<file path="config.mk">
export PLATFORM = sky130hd
export DESIGN_NAME = counter_6bit
export DESIGN_NICKNAME = d
export VERILOG_FILES = /design/src/rtl/counter_6bit_pkg.sv /design/src/rtl/updown_next.sv /design/src/rtl/counter_6bit.sv
export SDC_FILE = /design/constraint.sdc
export NUM_CORES = 1
export LEC_CHECK = 0
export CAP_MARGIN = 5
export CELL_PAD_IN_SITES_DETAIL_PLACEMENT = 1
export CELL_PAD_IN_SITES_GLOBAL_PLACEMENT = 1
export CORE_MARGIN = 4
export CORE_UTILIZATION = 29
export CTS_BUF_LIST = sky130_fd_sc_hd__clkbuf_4 sky130_fd_sc_hd__clkbuf_8 sky130_fd_sc_hd__clkbuf_16
export CTS_CLUSTER_SIZE = 16
export DETAILED_ROUTE_END_ITERATION = 6
export MAX_ROUTING_LAYER = met4
export PLACE_DENSITY_LB_ADDON = 0.2
export SYNTH_ARGS = -nofsm -noshare
export SYNTH_HDL_FRONTEND = slang
export SYNTH_HIERARCHICAL = 1
export SYNTH_SLANG_ARGS = --single-unit
export TNS_END_PERCENT = 100
</file>
<file path="constraint.sdc">
create_clock -name CLK -period 3.3 [get_ports CLK]
set_input_delay 0.825 -clock CLK [delete_from_list [all_inputs] [get_ports CLK]]
set_output_delay 0.825 -clock CLK [all_outputs]
set_load 0.005 [all_outputs]
</file>
<file path="src/rtl/counter_6bit_pkg.sv">
// Shared constants for the 6-bit up/down pointer counter.
package counter_6bit_pkg;

  localparam int unsigned ADDR_W = 5;
  localparam int unsigned CNT_W  = ADDR_W + 1;

  // Direction encoding carried on the D input.
  typedef enum logic {
    DIR_UP   = 1'b0,
    DIR_DOWN = 1'b1
  } dir_e;

endpackage : counter_6bit_pkg

</file>
<file path="src/rtl/updown_next.sv">
// Combinational next-count logic: hold, increment or decrement modulo 2^W.
module updown_next
  import counter_6bit_pkg::*;
#(
  parameter int unsigned W = CNT_W
) (
  input  logic [W-1:0] cnt_i,
  input  logic         en_i,
  input  logic         dir_i,
  output logic [W-1:0] cnt_next_o
);

  // Direction is examined only when enabled, so an unknown D while idle
  // cannot disturb the held value.
  always_comb begin
    cnt_next_o = cnt_i;
    if (en_i) begin
      if (dir_i == DIR_DOWN) begin
        cnt_next_o = cnt_i - 1'b1;
      end else begin
        cnt_next_o = cnt_i + 1'b1;
      end
    end
  end

endmodule : updown_next

</file>
<file path="src/rtl/counter_6bit.sv">
// 6-bit up/down counter: Q is the low ADDR_W bits, dau the wrap/phase MSB.
module counter_6bit
  import counter_6bit_pkg::*;
#(
  parameter int unsigned ADDR_W = counter_6bit_pkg::ADDR_W
) (
  input  logic              CLK,
  input  logic              reset,
  input  logic              E,
  input  logic              D,
  output logic [ADDR_W-1:0] Q,
  output logic              dau
);

  localparam int unsigned W = ADDR_W + 1;

  logic [W-1:0] cnt_q;
  logic [W-1:0] cnt_d;

  updown_next #(
    .W (W)
  ) u_next (
    .cnt_i      (cnt_q),
    .en_i       (E),
    .dir_i      (D),
    .cnt_next_o (cnt_d)
  );

  // Count register with synchronous reset taking priority over counting.
  always_ff @(posedge CLK) begin
    if (reset) begin
      cnt_q <= '0;
    end else begin
      cnt_q <= cnt_d;
    end
  end

  assign Q   = cnt_q[ADDR_W-1:0];
  assign dau = cnt_q[ADDR_W];

endmodule : counter_6bit

</file>
==> impl_metrics.yaml, run 1 <==
pwr:
  pwr_density_cell_mw_per_mm2: 470.7
  combPwrFrac_pct: 40.0
  p_leak_uw: 0.0002583
  sw_frac_of_total_pct: 31.09
  power_frac_seq_pct: 33.9
  p_sw_uw: 86.06
  ir_drop_v: 0.0001936
  p_int_uw: 190.8
  p_clk_share_pct: 26.1
clocking:
  insertion_delay_ns: 0.25
  cts.sinks: 6
  cts_tree: "yes"
  clk_path_buf_depth: 2
  cts.htree.levels: 1
  cts-resized-gates: 0
  numCtsBuffers: 3
  holdBufCountCts: 0
  clk_pin_slew_ns: 0.05
  cts-root-buf: "clkbuf_4"
  postCtsSetupRepairBufs: 0
synth:
  async_flop_share_pct: 0
  synthCells: 51
  ys_types: 23
  ys_dominant_reg_cell: "dfxtp_1"
  syn_avg_cell_area_um2: 9.077
  synth-edff-count: 0
  synthesis.nets: 60
  yosysWarningCount: 6
  ys_ff_latch: 6
  yosysSeqAreaShare_pct: 25.95
  netlist_area_um2: 462.9
finish:
  largest_reg_flops: 6
  nets: 73
  areaGrowthSynthToFinish_pct: 27.03
  top_register: "cnt_q"
  num_antenna_cells: 0
  seqCellArea_um2: 120.1
  drive_gt1_share_pct: 11.29
  largestRegisters: "cnt_q x6"
  post-route-cell-area_um2: 588.1
  multiInputGateArea_um2: 316.6
  fillers: 182
  final_util_pct: 39.04
route:
  via_count: 390
  drc: 0
  dr.pass1.iters: 1
  finalWirelength_um: 1003
  wl_per_cell_um: 12.86
  avgViaCountPerCell: 5.000
  antenna_left: 0
  drt_iter0_drc: 0
timing:
  finalCriticalPeriod_ns: 2.606
  clock.fmax_mhz: 383.7
  fin_setup_tns_ns: 0
  rsz0062_at_grt: "false"
  final-max-slew-violation-count: 0
  fin_crit_sh_pct: 78.98
  hold_viol_final: 0
  setup_violations: 0
  tightest_slew_ns: 0.3420
  clock-skew-final_ns: 0.002904
  worst_slack_ns: 0.6935
  slew_headroom_pct: 77.13
die:
  die-area_mm2: 0.002300
  core_mm2: 0.001506
  die_h_um: 47.96
  io_pins: 10
  initial_utilization_pct: 30.73
  die_width_um: 47.96
  rows: 14
run:
  cap_violations: 0
grt:
  met3_usage_pct: 4.511
  grt_usage_pct: 11.85
  grt_pass1_vias: 394
  grt_max_degree: 10
  gr-max-usage-layer: "met1"
  met1_usage_pct: 15.49
  grt-ovfl-total: 0
  antenna_found_initial: 0
  grt_pass1_wl_um: 1697
  grt_use_met2_pct: 13.72
outcome:
  status: "finished, final reports clean"
worst_setup_path:
  crit_arrival_ns: 2.80
  cp-start-kind: "input port"
  path_class: "in2reg"
  reg2regPathDepth: 6
  required_ns: 3.49
  path_max_fanout: 9
  endpoint_kind: "register"
place:
  finalWeightedCongestion: 0.6995
  hpwl_um: 761.8
  port_buffers: 9
  preCtsSetupSlack_ns: 0.4126
  postPlaceCellArea_um2: 565.5
worst_hold_path:
  worstHoldPathType: "reg2reg"
  hold_depth: 3
-- final timing paths --
kind | slack, ns | from | to
min reg2reg | 0.60 | cnt_q[4] | cnt_q[4]
min | 0.60 | cnt_q[4] | cnt_q[4]
max | 0.69 | D | cnt_q[5]
max reg2reg | 1.61 | cnt_q[2] | cnt_q[5]
-- routing by layer --
layer	vias to the layer above	wire length (um)	share of wire [%]
li1	200	-	-
met1	179	516	51
met2	9	411	41
met3	2	53	5.3
met4	0	21	2.1
met5	-	0	0
-- placed cells by master, fill, tap and decap left out --
master	count
a2111o_1	1
a211o_1	1
a21boi_0	1
a21o_2	2
a21oi_1	2
clkbuf_4	3
clkdlybuf4s50_1	9
dfxtp_1	6
fa_1	1
ha_1	4
inv_1	5
mux2_2	2
mux2i_1	1
nand2_1	4
nand2b_1	1
nor2b_1	7
nor3_1	2
o2111ai_1	1
o211a_1	1
o21a_1	3
o31ai_1	1
or3b_1	1
xnor2_1	2
xor2_1	1
-- layout make-up --
| class | instances | share of cell area, % |
|---|---|---|
| multi-input cells | 39 | 53.83 |
| flip-flops and latches | 6 | 20.43 |
| repair buffers | 9 | 15.32 |
| clock buffers | 3 | 3.830 |
| well taps | 16 | 3.404 |
| inverters | 5 | 3.191 |
-- power groups by stage --
stage / registers (uW) / clock network, uW / logic, uW
after global placement: 94.9 / 0 / 111
final: 93.7 / 72.3 / 111
after detailed placement: 95.4 / 0 / 112
after global routing: 95.7 / 83.6 / 125
after floorplan: 94.5 / 0 / 73.3
after CTS: 94.0 / 76.2 / 113
-- synth_stat cells (2+ instances only) --
cell | count | share of area [%]
ha_1 | 4 | 11
nor3_1 | 2 | 2.2
a21oi_1 | 2 | 2.2
o21a_1 | 3 | 4.9
inv_1 | 5 | 4.1
nand2_1 | 4 | 3.2
nor2b_1 | 7 | 9.5
a21o_2 | 2 | 3.8
mux2_2 | 2 | 4.9
dfxtp_1 | 6 | 26
xnor2_1 | 2 | 3.8
-- critical path: stages --
cell             delay (ns)
clkdlybuf4s50_1        0.66
ha_1                   0.34
o211a_1                0.24
a2111o_1               0.41
o21a_1                 0.11
o2111ai_1              0.07
nor2b_1                0.14
-- cell families (layout without fill, tap and decap cells) --
group / count (synthesis) / in the layout / synth area share [%]
compound gates: 13 / 13 / 22.43
buf+inv: 6 / 17 / 5.677
simple gates: 15 / 15 / 18.11
fa+ha+maj: 5 / 5 / 15.14
flops: 6 / 6 / 25.95
mux: 3 / 3 / 7.027
xor+xnor: 3 / 3 / 5.677
-- per-stage QoR --
| stage | total power (uW) | hold slack (ns) | cells |
|---|---|---|---|
| 2_1_floorplan | 167.8 | 0.5748 | 51 |
| 3_3_place_gp | 205.8 | 0.5893 | 75 |
| 6_report | 276.8 | 0.5978 | 78 |
| 3_5_place_dp | 207.0 | 0.5905 | 75 |
| 5_1_grt | 303.8 | 0.6283 | 78 |
| 4_1_cts | 283.1 | 0.6006 | 78 |
Note: power is estimated with default switching activity, not from simulation.
==> run 2, diff against run 1 <==
clock period = 2.1 ns   (was 3.3 ns; I/O delays follow)
==> impl_metrics.yaml, run 2 (synthesis results as in run 1) <==
timing:
  tightest_slew_ns: 0.2546
  clock.fmax_mhz: 509.5
  setup_violations: 0
  final-max-slew-violation-count: 0
  slew_headroom_pct: 82.97
  hold_viol_final: 0
  clock-skew-final_ns: 0.002000
  rsz0062_at_grt: "false"
  fin_crit_sh_pct: 93.46
  whs_ns: 0.6275
  worst_slack_ns: 0.1373
  finalCriticalPeriod_ns: 1.963
worst_setup_path:
  crit_start: "D"
  reg2regPathDepth: 7
  path_max_fanout: 4
  slowest_stage: "a2111o_1"
  reg2reg_to: "cnt_q[4]"
  worstReg2RegStart: "cnt_q[0]"
  cp-start-kind: "input port"
  critPathMaxStageDelay_ns: 0.41
  path_class: "in2reg"
  required_ns: 2.28
  r2r_slack_ns: 0.38
  worstPathCellList: "dlygate4sd2_1 > buf_4 > ha_1 > o211a_1 > a2111o_1 > o21a_1 > o2111ai_1 > nor2b_1"
  crit_arrival_ns: 2.14
  endpoint_kind: "register"
finish:
  largestRegisters: "cnt_q x6"
  largest_reg_flops: 6
  nets: 81
  seqCellArea_um2: 120.1
  top_register: "cnt_q"
  drive_gt1_share_pct: 21.43
  areaGrowthSynthToFinish_pct: 39.73
  final_cell_mix: "clkdlybuf4s50_1 (8), buf_4 (8), nor2b_1 (7)"
  multiInputGateArea_um2: 316.6
  fillers: 187
  num_antenna_cells: 0
clocking:
  cts-resized-gates: 1
  cts.htree.levels: 1
  clk_pin_slew_ns: 0.05
  holdBufCountCts: 0
  cts.sinks: 6
  cts_tree: "yes"
  clk_path_buf_depth: 2
  numCtsBuffers: 3
  postCtsSetupRepairBufs: 0
  cts-root-buf: "clkbuf_4"
  insertion_delay_ns: 0.24
pwr:
  pwr_density_cell_mw_per_mm2: 703.9
  ir_drop_v: 0.0003822
  p_leak_uw: 0.0002991
grt:
  grt_max_degree: 8
  grt-ovfl-total: 0
  grt_usage_pct: 12.44
  antenna_found_initial: 0
  grt_pass1_wl_um: 1938
  grt_pass1_vias: 452
die:
  die_width_um: 47.96
  rows: 14
  initial_utilization_pct: 30.73
  die-area_mm2: 0.002300
  core_mm2: 0.001506
  io_pins: 10
  die_h_um: 47.96
place:
  port_buffers: 9
  finalWeightedCongestion: 0.7271
  hpwl_um: 859.7
  preCtsSetupSlack_ns: -0.3135
route:
  dr.pass1.iters: 4
  finalWirelength_um: 1081
  wl_met1_um: 538
  wl_met2_um: 487
  drc: 0
  drt_iter0_drc: 6
  avgViaCountPerCell: 4.907
  antenna_left: 0
  top_layer: "met3"
  routed-wl-met3_um: 55
  via_count: 422
  wl_per_cell_um: 12.57
worst_hold_path:
  hold_depth: 3
  hp-start: "cnt_q[4]"
  worstHoldPathType: "reg2reg"
  hold_end: "cnt_q[4]"
outcome:
  status: "finished, final reports clean"
run:
  cap_violations: 0
[run 2: report_power, final]
group	total, uW	internal [uW]	switching (uW)	leakage, uW
clock network	109	64.8	44.0	0.0000138
registers	147	131	16.2	0.0000496
logic	199	123	76.0	0.000236
total	455	319	136	0.000299
[run 2: worst max-delay path by stage]
stage | to | slack (ns)
6_report | cnt_q[5] | 0.14
3_3_place_gp | cnt_q[5] | -0.30
5_1_grt | cnt_q[5] | 0.07
2_1_floorplan | cnt_q[5] | 0.29
3_5_place_dp | cnt_q[5] | -0.31
4_1_cts | cnt_q[5] | 0.14
[run 2: final cells by class]
type / instances / area share [%]
Multi-Input combinational cell: 39 / 48.94
Tap cell: 16 / 3.095
Inverter: 5 / 2.901
Sequential cell: 6 / 18.57
Clock buffer: 3 / 3.482
Timing Repair Buffer: 17 / 23.02
[run 2: worst max-delay path, delay by kind of cell]
| kind | cells | cell delay [ns] |
|---|---|---|
| AOI/OAI and AO/OA | 4 | 0.74 |
| buffers and inverters | 2 | 0.43 |
| and+or+nand+nor | 1 | 0.14 |
| adders and majority gates | 1 | 0.31 |
[run 2: through the flow]
| step | utilization [%] | power [uW] | cell area [um^2] | setup TNS (ns) | std cells |
|---|---|---|---|---|---|
| final | 42.94 | 455.3 | 646.9 | 0 | 86 |
| after global routing | 42.94 | 497.8 | 646.9 | 0 | 86 |
| after detailed placement | 41.53 | 349.4 | 625.6 | -0.9591 | 83 |
| after CTS | 42.94 | 464.5 | 646.9 | 0 | 86 |
| after floorplan | - | 263.7 | 462.9 | 0 | 51 |
| after global placement | 41.53 | 347.0 | 625.6 | -0.9538 | 83 |
[run 2: layer usage]
metal  up-vias  GRT usage [%]
met5         -              -
met4         0          4.839
met3         0          2.632
met2         7          18.21
met1       196          16.48
li1        219              -
